## src/rtl/fifo_wptr_gray.sv

```systemverilog
// rtl/fifo_wptr_gray.sv - write-side Gray pointer and flag controller for async FIFOs
//
// Purpose: lives in the write clock domain of an asynchronous FIFO. Keeps the
// binary write pointer and produces the RAM write address. Produces a registered
// Gray-coded write pointer for the crossing to the read domain. Decodes the
// synchronized Gray read pointer into full, almost-full, occupancy and a sticky
// overflow flag.
//
// Ports:
//   clk            in   write-domain clock, rising edge
//   reset          in   synchronous, active-high
//   wr_en          in   write request
//   wr_ack         out  write accepted this cycle (combinational)
//   waddr          out  RAM write address
//   wptr_gray      out  registered Gray write pointer (crosses to read domain)
//   rptr_gray_sync in   Gray read pointer, already synchronized into clk
//   full           out  registered full flag
//   almost_full    out  registered, occupancy >= AFULL_THRESH
//   wr_level       out  registered, conservative occupancy 0..2^ADDR_WIDTH
//   overflow       out  sticky, set by a write attempt while full

module fifo_wptr_gray #(
  parameter int ADDR_WIDTH   = 4,
  parameter int AFULL_THRESH = (1 << ADDR_WIDTH) - 2
) (
  input  logic                  clk,
  input  logic                  reset,
  input  logic                  wr_en,
  output logic                  wr_ack,
  output logic [ADDR_WIDTH-1:0] waddr,
  output logic [ADDR_WIDTH:0]   wptr_gray,
  input  logic [ADDR_WIDTH:0]   rptr_gray_sync,
  output logic                  full,
  output logic                  almost_full,
  output logic [ADDR_WIDTH:0]   wr_level,
  output logic                  overflow
);

  localparam int PW = ADDR_WIDTH + 1;

  // Threshold narrowed to pointer width; legal values (<= 2^ADDR_WIDTH) fit.
  localparam logic [PW-1:0] AFULL_LVL = AFULL_THRESH[PW-1:0];

  // Full means the write pointer is exactly one lap ahead of the read pointer.
  // In Gray code that is the read pointer with its two MSBs inverted.
  localparam logic [PW-1:0] FULL_MASK = {2'b11, {(PW - 2){1'b0}}};

  logic [PW-1:0] wbin;
  logic [PW-1:0] wbin_next;
  logic [PW-1:0] wgray_next;
  logic [PW-1:0] rbin;
  logic [PW-1:0] level_next;
  logic          full_next;
  logic          almost_full_next;
  logic          overflow_next;

  assign wr_ack = wr_en & ~full & ~reset;
  assign waddr  = wbin[ADDR_WIDTH-1:0];

  always_comb begin
    wbin_next  = wbin + PW'(wr_ack);
    wgray_next = wbin_next ^ (wbin_next >> 1);
  end

  // Gray-to-binary: each binary bit is the XOR of all Gray bits at or above it.
  always_comb begin
    rbin = '0;
    for (int i = 0; i < PW; i++) begin
      rbin[i] = ^(rptr_gray_sync >> i);
    end
  end

  always_comb begin
    full_next        = (wgray_next == (rptr_gray_sync ^ FULL_MASK));
    // Modular subtraction keeps the level correct across pointer wrap.
    level_next       = wbin_next - rbin;
    almost_full_next = (level_next >= AFULL_LVL);
    overflow_next    = overflow | (wr_en & full);
  end

  // wptr_gray comes straight from a flop so the crossing never sees a glitch.
  always_ff @(posedge clk) begin
    if (reset) begin
      wbin        <= '0;
      wptr_gray   <= '0;
      full        <= 1'b0;
      almost_full <= 1'b0;
      wr_level    <= '0;
      overflow    <= 1'b0;
    end else begin
      wbin        <= wbin_next;
      wptr_gray   <= wgray_next;
      full        <= full_next;
      almost_full <= almost_full_next;
      wr_level    <= level_next;
      overflow    <= overflow_next;
    end
  end

endmodule

```

## config.mk

```make
export PLATFORM = sky130hd
export DESIGN_NAME = fifo_wptr_gray
export DESIGN_NICKNAME = d
export VERILOG_FILES = /design/src/rtl/fifo_wptr_gray.sv
export SDC_FILE = /design/constraint.sdc
export NUM_CORES = 1
export LEC_CHECK = 0
export BUFFER_PORTS_ARGS = -buffer_cell sky130_fd_sc_hd__buf_2
export CAP_MARGIN = 40
export CORE_UTILIZATION = 34
export CTS_BUF_LIST = sky130_fd_sc_hd__clkbuf_8
export DETAILED_ROUTE_END_ITERATION = 7
export SLEW_MARGIN = 20
export SYNTH_ARGS = -nofsm -noshare
export SYNTH_HDL_FRONTEND = slang
export SYNTH_SLANG_ARGS = --single-unit
export TNS_END_PERCENT = 1
```

## constraint.sdc

```tcl
create_clock -name clk -period 2 [get_ports clk]
set_input_delay 0 -clock clk [delete_from_list [all_inputs] [get_ports clk]]
set_output_delay 0 -clock clk [all_outputs]
set_load 0.05 [all_outputs]
```

Word-level counts from Yosys, hierarchy flattened

Cells that the tools add are included.

Flip-flop bits (word level): 18
Input bits: 8
Output and inout port bits: 18

Add/subtract/negate cells: 2
Magnitude comparators: 1
Eq/ne operators: 1
Bitwise gates (word level): 8
Reductions and logical operators: 5

Operator list:

| kind                 | number |
|---|---|
| $reduce_xor A5 Y1    | 5 |
| $add A5 B1 Y5        | 1 |
| $eq A5 B5 Y1         | 1 |
| $ge A5 B4 Y1 const B | 1 |
| $sub A5 B5 Y5        | 1 |
| $xor A5 B4 Y5        | 1 |
| $and A1 B1 Y1        | 3 |
| $not A1 Y1           | 2 |
| $not A2 Y2           | 1 |
| $or A1 B1 Y1         | 1 |

Logic depth before layout (Yosys ltp)

Gate-level depths: netlist of run 1.

Depth after elaboration: 6
Depth in mapped cells: 11
Gate-level depth less buffers: 11

Worst setup path before layout of run 1

No wires, ideal clock.

Path kind: reg2reg
Start: reg full
End: reg almost_full
Library setup time: 0.133 ns
Data arrival time: 3.464 ns
Data required time: 1.867 ns
Path slack: -1.597 ns
Cell stages (with the launch flop): 10
Period minus slack after synthesis: 3.597 ns
Path through: dfxtp_1 nor3b_1 ha_1 ha_1 xor2_2 ha_1 a21o_1 a21oi_1 xnor2_1 o32ai_1

Cells in the longest elaborated chain, start to end: 6

Ends and longest elaborated chain:

| element                    | line | source |
|---|---|---|
| start: declaration         | 33   | `output logic full,` |
| start signal: assignment   | 93   | `full <= full_next;` |
| $not A1 Y1                 | 57   | `assign wr_ack = wr_en & ~full & ~reset;` |
| $and A1 B1 Y1 (2 in a row) | 57   |  |
| net wr_ack                 | 29   | `output logic wr_ack,` |
| $add A5 B1 Y5              | 61   | `wbin_next = wbin + PW'(wr_ack);` |
| net wbin_next[2]           | 49   | `logic [PW-1:0] wbin_next;` |
| $sub A5 B5 Y5              | 76   | `level_next = wbin_next - rbin;` |
| $ge A5 B4 Y1               | 77   | `almost_full_next = (level_next >= AFULL_LVL);` |
| end signal: assignment     | 94   | `almost_full <= almost_full_next;` |
| end: declaration           | 34   | `output logic almost_full,` |

The timed path passes the listed nets, and every way through them passes these cells.
A chain may end at the register's enable or synchronous reset.

Final worst setup path of run 1

Start: reg full
End: reg almost_full

Cells in the longest elaborated chain, start to end: 6

Ends and longest elaborated chain:

| element                    | line |
|---|---|
| $not A1 Y1                 | 57 |
| $and A1 B1 Y1 (2 in a row) | 57 |
| $add A5 B1 Y5              | 61 |
| net wbin_next[2]           | 49 |
| $sub A5 B5 Y5              | 76 |
| $ge A5 B4 Y1               | 77 |

The timed path passes the listed nets, and every way through them passes these cells.

==> out/summary.txt, run 1 <==
Area of the multi-input gates = 601 um^2
Hold wc startpoint = rptr_gray_sync[1]
CTS sink cnt = 17
PwrDens = 806 nW/um^2
CP cell instances = nor3b_4 -> ha_4 -> ha_4 -> xor2_4 -> ha_4 -> a21o_1 -> a21oi_2 -> xnor2_2 -> o32ai_2
CTS tree = built
First-pass GRT wire length = 2690 um
Maxcap violations = 0
Total gr overflow = 0
Vias per std cell = 4.32
Core area = 2230 um^2
Nets = 142
FF+latch area = 344 um^2
Critical path class = reg2reg
Count of different cell masters after synthesis = 22
Drt pass-1 iters = 4
Largest net degree at the start of global routing = 18
Non-Filler Instances = 154
Critical path's slowest cell = dfxtp_4
Fin. max-slew vios = 0
Initial antenna violation count = 0
Post-route ant nets = 0
DP Area = 1170 um^2
Hold path endpoint = full$_SDFF_PP0_
Full die area = 2610 um^2
Area Overhead vs Synth = 60.1%
Total power = 1.06 mW
Worst EP required = 2130 ps
Max Fclk = 489 MHz
Worst Hold Class = in2reg
Num ports = 26
Commonest cells after routing, fill and taps aside = buf_2, buf_4, dfxtp_1
Post-synth top area share = 41.5%
Critical Path End Type = flop
Initial Utilization = 36.8%
R2r setup slk = -40 ps
Initial drt markers = 10
Proportion of layout cells with a drive suffix above 1 = 55.6%
Final-report hold violation count = 0
Die span in x = 51.1 um
Final period util = 102%
RR Startpoint = full$_SDFF_PP0_
Slew headroom = 72.5%
Synth Instances = 81
R2R Path End = almost_full$_SDFF_PP0_
Leading cell type in the layout, fill and taps excluded = buf_2
Hold_ws = 118 ps
Cell mode on critical path = ha_4
Crit path buffers/inverters = 0
Worst setup SP type = flop
Clk pin slew, worst setup/hold paths = 60 ps
RSZ-0062 raised after global routing = yes
Least-Margin Pin Slew = 410 ps
Leak pwr = 0.617 nW
Number of synthesis warnings = 0
IO Port Bufs = 25
Failing checks = negative setup slack
Synth top area cells = dfxtp_1, xnor2_1, ha_1
Worst R2R Path Depth = 9
Clk root buf = clkbuf_8
Sequential cell area fraction in the yosys report = 41.5%
H-Tree Depth = 1
Wire length per cell = 10.8 um
Clock Latency Late Sink = 250 ps
# DRC = 0
Cell row count = 17
CTS buffer count = 3
Total track usage = 14.6%
Min Tclk post-route = 2040 ps
Dpl hpwl = 1300 um
Die Span Y = 51.1 um
Synth area leader = dfxtp_1
Worst EP arrival = 2170 ps
Crit path largest cell delay = 350 ps
Seq cells post-synth = 17
Vias in the first global route = 651
Top Family by Delay on Critical Path = adder cells
Average size of a mapped cell = 10.1 um^2
Inst Count DP = 147
Status = complete, but fails checks
Crit-path max FO = 3
Hold depth = 4
Ant. Diodes = 0
Final core utilization = 58.8%
Fillers = 202
Syn nets = 96
Post-route design area = 1310 um^2
Synthesized cell area = 821 um^2
Min setup slack post-route = -44.0 ps
GP Congestion = 0.764
Worst vdd rail ir drop = 0.000603 V
Vias = 666
Final setup fails = 1
Clk buf depth = 2
Setup Skew = 3.14 ps
Routed WL = 1670 um
[per-stage QoR]
step	TNS [ps]	setup WS (ps)
2_1_floorplan	-2510	-534
3_3_place_gp	-814	-270
3_5_place_dp	-904	-311
4_1_cts	-85.2	-76.2
5_1_grt	-356	-153
6_report	-44.0	-44.0
[report_power, final]
group          switching [mW]  total, mW  internal (mW)  leakage [nW]
clock network           0.103      0.239          0.136        0.0269
registers             0.00878      0.379          0.371         0.140
logic                   0.256      0.441          0.185         0.450
[cells in the mapped netlist, drive strengths merged]
cell type,count
xor2,8
nor3b,1
fa,1
nor2b,1
nand3,4
nor2,14
or3,1
a21o,2
dfxtp,17
ha,6
or2,1
a21oi,4
clkbuf,2
o32ai,1
inv,7
xnor2,11
[area by class of cell]
class	instances	area share, %
multi-input combinational	55	45.7
sequential	17	26.2
timing repair buffer	43	20.0
clock buffer	3	3.14
tap	28	2.67
inverter	7	2.00
clock inverter	1	0.286
[worst max path at each step]
| stage | startpoint | end | slack, ps | depth (start not counted) |
|---|---|---|---|---|
| floorplan | full$_SDFF_PP0_ | almost_full$_SDFF_PP0_ | -530 | 9 |
| global placement | rptr_gray_sync[4] | almost_full$_SDFF_PP0_ | -270 | 10 |
| detailed placement | rptr_gray_sync[4] | almost_full$_SDFF_PP0_ | -310 | 10 |
| CTS | full$_SDFF_PP0_ | almost_full$_SDFF_PP0_ | -80 | 9 |
| global route | full$_SDFF_PP0_ | almost_full$_SDFF_PP0_ | -150 | 9 |
| finish | full$_SDFF_PP0_ | almost_full$_SDFF_PP0_ | -40 | 9 |
[flip-flops by register name, indices dropped and copies added (netlist names)]
| register | count |
|---|---|
| almost_full | 1 |
| full | 1 |
| overflow | 1 |
| wbin | 4 |
| wptr_gray | 5 |
| wr_level | 5 |
[cell families after synthesis]
logic type | after synthesis | synth area share [%]
xor+xnor | 19 | 24.4
buf+inv | 9 | 4.12
simple gates | 22 | 12.7
flops | 17 | 41.5
compound gates | 7 | 5.79
fa+ha+maj | 7 | 11.6
[worst reg2reg max path: stages, from the launching register on]
cell and delay, ps:
dfxtp_4 350, nor3b_4 230, ha_4 180, ha_4 160, xor2_4 180, ha_4 230
a21o_1 160, a21oi_2 180, xnor2_2 150, o32ai_2 100
[what timing repair did]
action / 4_1_cts / 5_1_grt
buffers inserted: 2 / 0
setup endpoints to repair: 2 / 6
hold endpoints to repair: 1 / 0
resized for setup: 7 / 6
hold buffers: 1 / 0
cloned: 0 / 0
pin swaps: 4 / 6
[per-layer routing]
| metal | global-route usage, % | wire (um) |
|---|---|---|
| met1 | 17.4 | 764 |
| met2 | 22.8 | 813 |
| met3 | 2.08 | 44 |
| met5 | 0 | 0 |
| met4 | 12.5 | 43 |
Power figures use the tool's default switching activity.
==> inputs of run 2 (changes only) <==
--- a/config.mk
+++ b/config.mk
@@ -10,6 +10,7 @@
 export CORE_UTILIZATION = 34
 export CTS_BUF_LIST = sky130_fd_sc_hd__clkbuf_8
 export DETAILED_ROUTE_END_ITERATION = 7
+export RECOVER_POWER = 100
 export SLEW_MARGIN = 20
 export SYNTH_ARGS = -nofsm -noshare
 export SYNTH_HDL_FRONTEND = slang
==> out/summary.txt, run 2 (synthesis results as in run 1) <==
Status = complete, but fails checks
Failing checks = negative setup slack
Cell mode on critical path = ha_4
Hold wc startpoint = rptr_gray_sync[1]
First-pass GRT wire length = 2690 um (unchanged)
Min setup slack post-route = -44.0 ps (-0.0378 ps)
Initial antenna violation count = 0 (unchanged)
Wire length per cell = 11.0 um (+1.3%)
Leak pwr = 0.552 nW (-10%)
Post-placement worst setup slack = -311 ps (unchanged)
Worst Hold Class = in2reg
Final setup fails = 1 (unchanged)
IO Port Bufs = 25 (unchanged)
Critical Path End Type = flop
Ant. Diodes = 0 (unchanged)
Final core utilization = 57.9% (-0.90 points)
Final-report hold violation count = 0 (unchanged)
CTS sink cnt = 17 (unchanged)
Total gr overflow = 0 (unchanged)
Worst vdd rail ir drop = 0.000602 V (-0.29%)
Clk root buf = clkbuf_8
Die span in x = 51.1 um (unchanged)
PwrDens = 813 nW/um^2 (+0.89%)
Worst EP required = 2130 ps (about the same)
Vias per std cell = 4.32 (-0.15%)
Fin. max-slew vios = 0 (unchanged)
Cell row count = 17 (unchanged)
Hold_ws = 119 ps (+0.138 ps)
Clk pin slew, worst setup/hold paths = 60 ps (about the same)
Leading cell type in the layout, fill and taps excluded = buf_4
Drt pass-1 iters = 2 (-2)
Worst EP arrival = 2170 ps (about the same)
Critical path's slowest cell = dfxtp_4
H-Tree Depth = 1 (unchanged)
Least-Margin Pin Slew = 604 ps (+194 ps)
Busiest grt layer = met2
Maxcap violations = 0 (unchanged)
Max Fclk = 489 MHz (about the same)
Crit-path max FO = 3 (unchanged)
Num ports = 26 (unchanged)
Crit path largest cell delay = 350 ps (about the same)
Total track usage = 14.6% (unchanged)
Critical path class = reg2reg
Setup tns final = -44.0 ps (-0.0378 ps)
Dpl hpwl = 1300 um (unchanged)
Area Overhead vs Synth = 57.6%
Regs by FF count = wptr_gray (5), wr_level (5), wbin (4)
Worst Setup SP = full$_SDFF_PP0_
RSZ-0062 raised after global routing = yes
# DRC = 0 (unchanged)
Post-route ant nets = 0 (unchanged)
GRT met1 Usage = 17.4% (unchanged)
CTS buffer count = 3 (unchanged)
Min Tclk post-route = 2040 ps (+0.0378 ps)
Commonest cells after routing, fill and taps aside = buf_4, dfxtp_1, clkbuf_1
Vias in the first global route = 651 (unchanged)
Clk buf depth = 2 (unchanged)
Largest net degree at the start of global routing = 18 (unchanged)
Die Span Y = 51.1 um (unchanged)
Initial Utilization = 36.8% (unchanged)
CTS tree = built
Setup Skew = 2.76 ps (-0.371 ps)
Final period util = 102% (about the same)
Full die area = 2610 um^2 (unchanged)
Clock Latency Late Sink = 250 ps (about the same)
Total power = 1.05 mW (-0.65%)
Slew headroom = 59.9% (-13 points)
Met3 usage = 2.08% (unchanged)
Worst setup SP type = flop
RR Startpoint = full$_SDFF_PP0_
Vias = 665 (-0.15%)
Routed WL = 1690 um (+1.3%)
CP cell instances = nor3b_4 -> ha_4 -> ha_4 -> xor2_4 -> ha_4 -> a21o_1 -> a21oi_2 -> xnor2_2 -> o32ai_2
Initial drt markers = 10 (unchanged)
GP Congestion = 0.764 (unchanged)
Nets = 142 (unchanged)
Met2 global-route usage = 22.8% (unchanged)
Proportion of layout cells with a drive suffix above 1 = 42.9% (-13 points)
Core area = 2230 um^2 (unchanged)
==> run 2: cell types whose count changed in the layout (fill, tap and decap cells not counted) <==
cell      before  now
buf_2         25    9
clkbuf_1       0   16
==> run 2: what timing repair did <==
item,4_1_cts,5_1_grt
hold buffers,1,0
resized for setup,7,6
pin swaps,4,6
endpoints found under the setup margin,2,6
hold endpoints to repair,1,0
setup buffers,2,0
==> run 2: cell type report <==
class,instances,area (um^2)
clock buffers,3,41.3
well taps,28,35.0
repair buffers,43,243
inverters,7,26.3
flip-flops and latches,17,344
fillers,216,940
multi-input cells,55,601
clock inverters,1,3.75
==> run 2: layer usage <==
layer,wire [um],share of wire [%]
met3,51,3.0
met2,812,48
met1,780,46
met5,0,0
met4,43,2.5
==> run 2: through the flow <==
stage          cells  area [um^2]
2_1_floorplan     81          901
3_3_place_gp     147         1170
3_5_place_dp     147         1170
4_1_cts          154         1270
5_1_grt          154         1290
6_report         154         1290
==> run 2: worst paths after layout <==
kind	slack (ps)	to	cells after the start
max	-40	almost_full$_SDFF_PP0_	9
min	120	full$_SDFF_PP0_	4
max reg2reg	-40	almost_full$_SDFF_PP0_	9
min reg2reg	480	overflow$_SDFF_PP0_	2
==> run 2: power by group <==
group | switching (mW) | internal (mW) | leakage (nW)
clock network | 0.103 | 0.136 | 0.0269
registers | 0.0101 | 0.371 | 0.140
logic | 0.257 | 0.176 | 0.386
==> run 2: critical path: cells and delay by family (launching register included) <==
| kind | cells | cell delay [ps] |
|---|---|---|
| compound gates | 3 | 440 |
| xor+xnor | 2 | 320 |
| fa+ha+maj | 3 | 570 |
| flops | 1 | 350 |
| simple gates | 1 | 230 |
==> inputs of run 3 (changes only) <==
--- a/config.mk
+++ b/config.mk
@@ -11,6 +11,7 @@
 export CTS_BUF_LIST = sky130_fd_sc_hd__clkbuf_8
 export DETAILED_ROUTE_END_ITERATION = 7
 export RECOVER_POWER = 100
+export REMOVE_ABC_BUFFERS = 1
 export SLEW_MARGIN = 20
 export SYNTH_ARGS = -nofsm -noshare
 export SYNTH_HDL_FRONTEND = slang
==> out/summary.txt, run 3 (synthesis results as in run 1) <==
Critical Path End Type = flop
Area Overhead vs Synth = 62.8%
Die Span Y = 51.1 um (unchanged)
Switching Power = 0.367 mW (-0.74%)
Status = complete, but fails checks
Switching fraction of total power = 35.4% (+0.23 points)
Min Tclk post-route = 2120 ps (+72.5 ps)
Total power = 1.04 mW (-1.4%)
Dpl hpwl = 1330 um (+2.0%)
Initial antenna violation count = 0 (unchanged)
Slew headroom = 60.5% (+0.57 points)
Total track usage = 15.6% (+1.1 points)
Core area = 2230 um^2 (unchanged)
# DRC = 0 (unchanged)
Final setup fails = 5 (+4)
CTS buffer count = 3 (unchanged)
Hold depth = 4 (unchanged)
Internal power = 0.671 mW (-1.7%)
Initial Utilization = 36.8% (unchanged)
Cell row count = 17 (unchanged)
Post-placement worst setup slack = -262 ps (+49.3 ps)
Largest net degree at the start of global routing = 18 (unchanged)
Inst Count DP = 153 (+4.1%)
Ant. Diodes = 0 (unchanged)
Proportion of layout cells with a drive suffix above 1 = 46.4% (+3.5 points)
Setup Skew = 1.33 ps (-1.43 ps)
Num ports = 26 (unchanged)
First-pass GRT wire length = 2970 um (+10%)
Clk pin slew, worst setup/hold paths = 60 ps (about the same)
Final-report hold violation count = 0 (unchanged)
Clock power share = 23.4% (+0.7 points)
Total gr overflow = 0 (unchanged)
Drt pass-1 iters = 3 (+1)
Worst EP arrival = 2240 ps (+70 ps)
CTS sink cnt = 17 (unchanged)
Leading cell type in the layout, fill and taps excluded = buf_4
Post-route ant nets = 0 (unchanged)
Critical path class = reg2reg
Flop pwr share = 36.8% (+0.6 points)
Clk buf depth = 2 (unchanged)
CTS tree = built
RSZ-0062 raised after global routing = yes
Full die area = 2610 um^2 (unchanged)
Vias per std cell = 4.35 (+0.72%)
R2r setup slk = -120 ps (-70 ps)
Vias in the first global route = 684 (+5.1%)
Regs by FF count = wptr_gray (5), wr_level (5), wbin (4)
H-Tree Depth = 1 (unchanged)
Final period util = 106% (+3.6 points)
Max Fclk = 472 MHz (-3.4%)
PwrDens = 777 nW/um^2 (-4.5%)
IO Port Bufs = 25 (unchanged)
Least-Margin Pin Slew = 596 ps (-8.53 ps)
Worst R2R Path Depth = 8 (-1)
Crit-path max FO = 4 (+1)
Clock Latency Late Sink = 240 ps (about the same)
Fin. max-slew vios = 0 (unchanged)
Maxcap violations = 0 (unchanged)
Worst EP required = 2130 ps (about the same)
Failing checks = negative setup slack
Setup tns final = -259 ps (-215 ps)
Routed WL = 1920 um (+14%)
Gate power share = 39.8% (-1.3 points)
Clk root buf = clkbuf_8
Leak pwr = 0.627 nW (+14%)
Worst Hold Class = in2reg
Die span in x = 51.1 um (unchanged)
Final core utilization = 59.8% (+1.9 points)
Nets = 154 (+8.5%)
Commonest cells after routing, fill and taps aside = buf_4, dfxtp_1, nor2_1
Non-Filler Instances = 166 (+7.8%)
Initial drt markers = 5 (-5)
Min setup slack post-route = -116 ps (-72.5 ps)
GP Congestion = 0.747 (-2.2%)
Worst vdd rail ir drop = 0.000489 V (-19%)
Wire length per cell = 11.5 um (+5.4%)
Worst setup SP type = flop
Vias = 722 (+8.6%)
run 3: changes by cell type in the layout (fill, tap and decap cells not counted), sizes merged:
| cell | previous run | this run |
|---|---|---|
| clkbuf | 19 | 15 |
| buf | 26 | 42 |
run 3: what timing repair did:
action,4_1_cts,5_1_grt
hold buffers,1,0
pin swaps,8,2
endpoints found under the setup margin,6,6
gates resized for setup,10,6
setup buffers,8,0
endpoints found under the hold margin,1,0
run 3: final timing paths:
path,startpoint,endpoint
worst max-delay path,full$_SDFF_PP0_,almost_full$_SDFF_PP0_
worst min-delay path,rptr_gray_sync[1],full$_SDFF_PP0_
worst max register to register,full$_SDFF_PP0_,almost_full$_SDFF_PP0_
worst min register to register,overflow$_SDFF_PP0_,overflow$_SDFF_PP0_
run 3: power groups by stage:
stage          logic [mW]  registers, mW  clock network [mW]
6_report            0.413          0.382               0.243
3_5_place_dp        0.375          0.387                   0
2_1_floorplan       0.125          0.506                   0
4_1_cts             0.410          0.380               0.250
3_3_place_gp        0.372          0.386                   0
5_1_grt             0.445          0.384               0.276
run 3: worst max-delay path, cell delays in order, from the launching register on:
cell	delay, ps
dfxtp_2	330
nor3b_4	200
ha_2	240
ha_4	220
ha_1	300
a21o_1	160
a21oi_1	160
xor2_1	240
o32ai_2	130
run 3: through the flow:
stage	hold slack (ps)	cell area, um^2
after floorplan	66.7	813
after global placement	240	1130
after detailed placement	249	1130
after CTS	104	1300
after global routing	97.1	1340
final	102	1340
run 3: routing by layer:
layer  share of wire [%]  global-route usage [%]  up-vias
li1                    -                       -      370
met3                 3.0                    2.68        2
met2                  52                    27.0       15
met5                   0                       0        -
met1                  44                    18.8      335
met4                 1.0                    6.94        0
run 3: final cells by class:
| cell class | instances | area (um^2) |
|---|---|---|
| Timing Repair Buffer | 55 | 338 |
| Multi-Input combinational cell | 55 | 551 |
| Clock buffer | 3 | 41.3 |
| Clock inverter | 1 | 3.75 |
| Sequential cell | 17 | 342 |
| Tap cell | 28 | 35.0 |
| Fill cell | 210 | 897 |
| Inverter | 7 | 26.3 |
